==> src/rtl/mem_stage_pkg.sv <==
// -----------------------------------------------------------------------------
// mem_stage_pkg
// Shared definitions for the memory-access pipeline stage:
//   - state_e        : FSM state encoding (IDLE, ACCESS)
//   - BASE_ADDR_DEF  : default byte address mapped to data-memory word 0
//   - ERR_DATA       : load data substituted when an access is force-completed
//   - REG_IDX_W      : register-index width
// -----------------------------------------------------------------------------
package mem_stage_pkg;

  typedef enum logic {
    ST_IDLE   = 1'b0,
    ST_ACCESS = 1'b1
  } state_e;

  localparam logic [31:0] BASE_ADDR_DEF = 32'd1024;
  localparam logic [31:0] ERR_DATA      = 32'hDEAD_BEEF;
  localparam int          REG_IDX_W     = 4;

endpackage : mem_stage_pkg

==> src/rtl/mem_stage_mem_wb_reg.sv <==
// -----------------------------------------------------------------------------
// mem_wb_reg
// MEM/WB pipeline register. While freeze_i is high a bubble is loaded
// (write-back and load flags cleared, data fields held) so a stalled
// instruction never writes back twice.
// Ports:
//   clk, rst             clock / asynchronous active-low reset
//   freeze_i             stall: load a bubble this edge
//   wb_en_i, mem_r_en_i  control flags from the memory stage
//   alu_result_i, dest_i ALU value and destination register
//   load_en_i            capture load_data_i into mem_result_o this edge
//   load_data_i          load data (memory read data or error pattern)
//   *_o                  registered copies of the above
// -----------------------------------------------------------------------------
module mem_wb_reg
  import mem_stage_pkg::*;
(
  input  logic                 clk,
  input  logic                 rst,
  input  logic                 freeze_i,
  input  logic                 wb_en_i,
  input  logic                 mem_r_en_i,
  input  logic [31:0]          alu_result_i,
  input  logic [REG_IDX_W-1:0] dest_i,
  input  logic                 load_en_i,
  input  logic [31:0]          load_data_i,
  output logic                 wb_en_o,
  output logic                 mem_r_en_o,
  output logic [31:0]          alu_result_o,
  output logic [31:0]          mem_result_o,
  output logic [REG_IDX_W-1:0] dest_o
);

  logic                 wb_en_q;
  logic                 mem_r_en_q;
  logic [31:0]          alu_result_q;
  logic [31:0]          mem_result_q;
  logic [REG_IDX_W-1:0] dest_q;

  // Pipeline register: bubble on freeze, otherwise capture the stage results.
  always_ff @(posedge clk or negedge rst) begin
    if (!rst) begin
      wb_en_q      <= 1'b0;
      mem_r_en_q   <= 1'b0;
      alu_result_q <= 32'd0;
      mem_result_q <= 32'd0;
      dest_q       <= {REG_IDX_W{1'b0}};
    end else if (freeze_i) begin
      wb_en_q    <= 1'b0;
      mem_r_en_q <= 1'b0;
    end else begin
      wb_en_q      <= wb_en_i;
      mem_r_en_q   <= mem_r_en_i;
      alu_result_q <= alu_result_i;
      dest_q       <= dest_i;
      if (load_en_i) begin
        mem_result_q <= load_data_i;
      end else begin
        mem_result_q <= mem_result_q;
      end
    end
  end

  assign wb_en_o      = wb_en_q;
  assign mem_r_en_o   = mem_r_en_q;
  assign alu_result_o = alu_result_q;
  assign mem_result_o = mem_result_q;
  assign dest_o       = dest_q;

endmodule : mem_wb_reg

==> src/rtl/mem_stage.sv <==
// -----------------------------------------------------------------------------
// mem_stage
// Memory-access pipeline stage plus MEM/WB register. Issues loads/stores to an
// external data memory over a req/ready handshake and stalls the front of the
// pipeline (freeze) until the access completes.
// Optional feature macro: MEM_TIMEOUT_EN -- when defined, an access that sees
// no mem_ready for TIMEOUT ACCESS cycles is force-completed, mem_error is set
// (sticky) and loads return 32'hDEAD_BEEF. Otherwise mem_error is tied 0.
// Ports:
//   clk, rst                       clock / asynchronous active-low reset
//   WB_EN, MEM_R_EN, MEM_W_EN      control from EXE/MEM register
//   ALU_result, Val_Rm, Dest       address/ALU value, store data, dest reg
//   mem_req, mem_we, mem_addr,
//   mem_wdata, mem_rdata, mem_ready data-memory handshake
//   freeze                         stall PC/IF/ID/EXE and EXE/MEM register
//   WB_EN_out, MEM_R_EN_out,
//   ALU_result_out, Mem_result,
//   Dest_out                       MEM/WB register outputs
//   mem_error                      sticky timeout flag
// -----------------------------------------------------------------------------
module mem_stage
  import mem_stage_pkg::*;
#(
  parameter int          ADDR_W    = 16,
  parameter logic [31:0] BASE_ADDR = BASE_ADDR_DEF,
  parameter int          TIMEOUT   = 64
) (
  input  logic                 clk,
  input  logic                 rst,
  input  logic                 WB_EN,
  input  logic                 MEM_R_EN,
  input  logic                 MEM_W_EN,
  input  logic [31:0]          ALU_result,
  input  logic [31:0]          Val_Rm,
  input  logic [REG_IDX_W-1:0] Dest,
  output logic                 mem_req,
  output logic                 mem_we,
  output logic [ADDR_W-1:0]    mem_addr,
  output logic [31:0]          mem_wdata,
  input  logic [31:0]          mem_rdata,
  input  logic                 mem_ready,
  output logic                 freeze,
  output logic                 WB_EN_out,
  output logic                 MEM_R_EN_out,
  output logic [31:0]          ALU_result_out,
  output logic [31:0]          Mem_result,
  output logic [REG_IDX_W-1:0] Dest_out,
  output logic                 mem_error
);

  state_e      state_q;
  logic        access_s;
  logic        active_s;
  logic        timeout_s;
  logic        freeze_s;
  logic        load_en_s;
  logic [31:0] load_data_s;
  logic [31:0] off_s;
  logic        unused_s;

  // Byte offset relative to the memory base; wraps modulo 2^32 by design.
  assign off_s    = ALU_result - BASE_ADDR;
  assign mem_addr = off_s[ADDR_W+1:2];
  assign unused_s = ^{off_s[31:ADDR_W+2], off_s[1:0]};

  assign access_s  = MEM_R_EN | MEM_W_EN;
  // Reset gates the request so an in-flight access is dropped at once even
  // though the held EXE/MEM inputs still ask for it.
  assign active_s  = rst & (access_s | (state_q == ST_ACCESS));
  assign mem_req   = active_s;
  assign mem_we    = MEM_W_EN;
  assign mem_wdata = Val_Rm;
  assign freeze_s  = active_s & ~mem_ready & ~timeout_s;
  assign freeze    = freeze_s;

  assign load_en_s   = MEM_R_EN & active_s & (mem_ready | timeout_s);
  assign load_data_s = timeout_s ? ERR_DATA : mem_rdata;

`ifdef MEM_TIMEOUT_EN
  localparam int CNT_W = $clog2(TIMEOUT + 1);

  logic [CNT_W-1:0] cnt_q;
  logic             err_q;

  // Last permitted ACCESS cycle without ready: complete it as an error.
  assign timeout_s = (state_q == ST_ACCESS) & ~mem_ready &
                     (cnt_q == CNT_W'(TIMEOUT - 1));

  // Wait counter (cleared while idle) and sticky timeout flag.
  always_ff @(posedge clk or negedge rst) begin
    if (!rst) begin
      cnt_q <= {CNT_W{1'b0}};
      err_q <= 1'b0;
    end else begin
      if (state_q == ST_ACCESS) begin
        cnt_q <= cnt_q + CNT_W'(1);
      end else begin
        cnt_q <= {CNT_W{1'b0}};
      end
      if (timeout_s) begin
        err_q <= 1'b1;
      end else begin
        err_q <= err_q;
      end
    end
  end

  assign mem_error = err_q;
`else
  logic unused_timeout_s;
  assign unused_timeout_s = (TIMEOUT != 0);
  assign timeout_s        = 1'b0;
  assign mem_error        = 1'b0;
`endif

  // Access FSM: IDLE issues the request; ACCESS waits for ready (or timeout).
  always_ff @(posedge clk or negedge rst) begin
    if (!rst) begin
      state_q <= ST_IDLE;
    end else begin
      case (state_q)
        ST_IDLE: begin
          if (access_s && !mem_ready) begin
            state_q <= ST_ACCESS;
          end else begin
            state_q <= ST_IDLE;
          end
        end
        ST_ACCESS: begin
          if (mem_ready || timeout_s) begin
            state_q <= ST_IDLE;
          end else begin
            state_q <= ST_ACCESS;
          end
        end
        default: state_q <= ST_IDLE;
      endcase
    end
  end

  mem_wb_reg u_mem_wb_reg (
    .clk          (clk),
    .rst          (rst),
    .freeze_i     (freeze_s),
    .wb_en_i      (WB_EN),
    .mem_r_en_i   (MEM_R_EN),
    .alu_result_i (ALU_result),
    .dest_i       (Dest),
    .load_en_i    (load_en_s),
    .load_data_i  (load_data_s),
    .wb_en_o      (WB_EN_out),
    .mem_r_en_o   (MEM_R_EN_out),
    .alu_result_o (ALU_result_out),
    .mem_result_o (Mem_result),
    .dest_o       (Dest_out)
  );

endmodule : mem_stage
==> config.mk <==
export PLATFORM = sky130hd
export DESIGN_NAME = mem_stage
export DESIGN_NICKNAME = d
export VERILOG_FILES = /design/src/rtl/mem_stage_pkg.sv /design/src/rtl/mem_stage_mem_wb_reg.sv /design/src/rtl/mem_stage.sv
export SDC_FILE = /design/constraint.sdc
export NUM_CORES = 1
export LEC_CHECK = 0
export BUFFER_PORTS_ARGS = -buffer_cell sky130_fd_sc_hd__buf_2
export CAP_MARGIN = 20
export CORE_ASPECT_RATIO = 1.4
export CORE_UTILIZATION = 35
export DETAILED_ROUTE_END_ITERATION = 10
export MAX_ROUTING_LAYER = met4
export PLACE_DENSITY = 0.73
export SLEW_MARGIN = 20
export SYNTH_ARGS = -nofsm -noshare
export SYNTH_HDL_FRONTEND = slang
export SYNTH_SLANG_ARGS = --single-unit
==> constraint.sdc <==
create_clock -name clk -period 4 [get_ports clk]
set_input_delay 0 -clock clk [delete_from_list [all_inputs] [get_ports clk]]
set_output_delay 0 -clock clk [all_outputs]
set_load 0.1 [all_outputs]
==> summary.md <==
| Metric | Value |
|---|---|
| CP max stage delay | 0.53 ns |
| Avg Cell Area, Syn | 14.6 um2 |
| P_leak | 0.00231 uW |
| Critical R2R Capture | u_mem_wb_reg.alu_result_o[31] |
| Crit share post-route | 0.549 |
| Vias | 2384 |
| Final Hold Fails | 0 |
| Flop-to-flop setup slack | 1.89 ns |
| Initial core utilization | 0.362 |
| Max Fclk | 455 MHz |
| Int Power | 1490 uW |
| CTS root buffer | clkbuf_16 |
| Final net count | 520 |
| Core box area | 8610 um2 |
| CP max-delay cell | dlygate4sd3_1 |
| Remaining DRCs | 0 |
| Layout cells sized above 1 | 0.594 |
| First-pass GRT wire length | 11.5 mm |
| Synth Register Bits | 71 |
| RD Place Congestion | 0.719 |
| Slew @ Worst Pin | 0.922 ns |
| TritonCTS buffer count | 9 |
| Max-Cap Viols | 0 |
| CP Class | input pin to primary output |
| Fin util | 0.547 |
| Worst R2R Path Depth | 4 |
| Slew Limit Fails | 0 |
| H-tree levels | 3 |
| Overall Global Routing Usage | 0.172 |
| WL final | 7.28 mm |
| Area of the multi-input gates | 960 um2 |
| Largest net degree at the start of global routing | 74 |
| Clk pwr share | 0.260 |
| Critical path fanouts, max | 3 |
| Tmin final | 2.20 ns |
| Layout Area Growth over Synthesis | 51.0% |
| Clock Latency Late Sink | 0.32 ns |
| Setup TNS | 0 ns |
| Critical path buffer and inverter count | 4 |
| Placement Setup Slack | 1.83 ns |
| Power Density | 578 nW/um2 |
| Final WS setup | 1.80 ns |
| Post-DR wirelength/cell | 14.0 um |
| Clock skew after layout | 0.00364 ns |
| CP Cell Sequence | dlygate4sd3_1 -> buf_2 -> inv_1 -> ha_1 -> nor3b_1 -> nor3b_1 -> xor2_1 -> buf_2 |
| Vias per cell | 4.58 |
| Hold path start | Val_Rm[24] |
| Register area | 1780 um2 |
| Synth Instances | 213 |
| Min-Delay Endpoint | mem_wdata[24] |
| Final Power | 2720 uW |
| Peak VDD IR | 0.400 mV |
| Sequential share of power | 0.315 |
| GRT overflow | 0 |
| Hold Path Depth | 0 |
| Switching Fraction | 0.453 |
| Setup violators final | 0 |
| CTS Sinks | 71 |
| Post-route antenna net violation count | 0 |
| Die W | 81.8 um |
| Final hold slack | 0.0000386 ns |
| Die area | 9300 um2 |
| Netlist cell types | 20 |
| Worst path required time | 4.00 ns |
| Most common cell after layout, fill and taps aside | buf_2 |
| Placed wire-length estimate | 4.69 mm |
| Slew headroom | 0.385 |
| Outcome | finished, final reports clean |
| Ports | 228 |
| Most frequent cells in the layout | 161 x buf_2, 73 x dlygate4sd3_1, 71 x dfrtp_1, 61 x mux2_2, 9 x clkbuf_16 |
| Port Buf Inserts | 162 |
| Cell Area, Synth | 3120 um2 |
| Warnings, synthesis | 0 |
| CTS tree | done |
| Post-Syn Nets | 320 |
| Startpoint Class | input pin |
| Clk buf depth | 2 |
| DRT Pass-1 Iters | 5 |
| Std cell rows | 40 |
| Worst hold-check path type | input pin to primary output |
| Crit end category | primary output |
| Arr. time, crit path | 2.20 ns |
| Initial antenna violation count | 0 |
| Combinational power share | 0.424 |
| Diodes inserted | 0 |
| Fillcell total | 716 |
| Die height | 114 um |
| Reg2reg start | state_q |
| Crit path max-delay family | buffers and inverters |
| RSZ-0062 raised after global routing | false |
| Net switching power | 1230 uW |
| Register area share after synthesis | 0.570 |
| Number of global-route vias before repair | 2599 |
| Initial drt markers | 58 |
-- registers in the layout (all words and copies together) (netlist names) --
register / flops
u_mem_wb_reg.alu_result_o: 32
u_mem_wb_reg.mem_result_o: 32
u_mem_wb_reg.dest_o: 4
state_q: 1
u_mem_wb_reg.mem_r_en_o: 1
u_mem_wb_reg.wb_en_o: 1
-- worst reg2reg max path: stages, from the launching register on --
cell	delay (ns)
dfrtp_1	0.36
nor3_4	0.06
nor3b_4	0.75
buf_4	0.43
mux2_2	0.39
-- cell type report --
type,count,share of cell area
Clock buffer,13,0.0552
Clock inverter,1,0.00106
Inverter,3,0.00239
Multi-Input combinational cell,90,0.204
Sequential cell,71,0.377
Tap cell,105,0.0279
Timing Repair Buffer,238,0.333
-- synth_stat cells --
| library cell | count | area (um2) |
|---|---|---|
| nor3b_1 | 2 | 15.0 |
| nor3_1 | 1 | 5.00 |
| nor3b_4 | 1 | 18.8 |
| mux2_4 | 7 | 105 |
| nor2_1 | 3 | 11.3 |
| xor2_1 | 4 | 35.0 |
| inv_1 | 3 | 11.3 |
| ha_1 | 1 | 12.5 |
| nand3_1 | 2 | 10.0 |
| conb_1 | 1 | 3.75 |
| buf_6 | 1 | 11.3 |
| nor3_4 | 1 | 16.3 |
| xnor2_1 | 2 | 17.5 |
| nand2_1 | 1 | 3.75 |
| buf_8 | 1 | 15.0 |
| dfrtp_1 | 71 | 1780 |
| buf_4 | 44 | 330 |
| buf_2 | 3 | 15.0 |
| mux2_2 | 61 | 687 |
| nor2b_1 | 3 | 18.8 |
-- worst max path at each step --
stage,startpoint,endpoint,depth (start not counted)
6_report,ALU_result[10],mem_addr[14],8
5_1_grt,ALU_result[10],mem_addr[14],8
4_1_cts,ALU_result[10],mem_addr[14],8
3_5_place_dp,state_q,u_mem_wb_reg.alu_result_o[26],4
3_3_place_gp,state_q,u_mem_wb_reg.alu_result_o[31],4
2_1_floorplan,ALU_result[10],mem_addr[14],5
-- stage by stage --
step	cells	cell area [um2]
4_1_cts	521	4710
5_1_grt	521	4710
3_3_place_gp	434	3710
2_1_floorplan	213	3120
3_5_place_dp	434	3710
6_report	521	4710
-- layer usage --
| metal | track usage | vias up | share of wire |
|---|---|---|---|
| li1 | - | 1077 | - |
| met1 | 0.158 | 1133 | 0.35 |
| met2 | 0.288 | 121 | 0.53 |
| met3 | 0.0536 | 53 | 0.071 |
| met4 | 0.129 | 0 | 0.057 |
| met5 | - | - | 0 |
-- power by group through the flow --
stage | logic, uW | clock network, uW | registers (uW)
final | 1160 | 709 | 858
after global routing | 1190 | 769 | 868
after CTS | 1160 | 736 | 859
after detailed placement | 1100 | 0 | 870
after global placement | 1090 | 0 | 867
after floorplan | 374 | 0 | 1560
-- kinds of logic (layout without fill, tap and decap cells) --
family,Yosys count,in the layout,share of synthesized area
flip-flops,71,71,0.570
multiplexers,68,68,0.254
buffers and inverters,52,255,0.123
AND/OR/NAND/NOR,14,14,0.0317
XOR/XNOR,6,6,0.0168
adder cells (fa/ha/maj),1,1,0.00401
other,1,1,0.00120
-- repair_timing --
action	4_1_cts	5_1_grt
hold endpoints to repair	142	0
hold buffers	73	0
setup buffers	0	0
gates resized for setup	0	0
No activity file was read; power rests on OpenSTA's default activity.
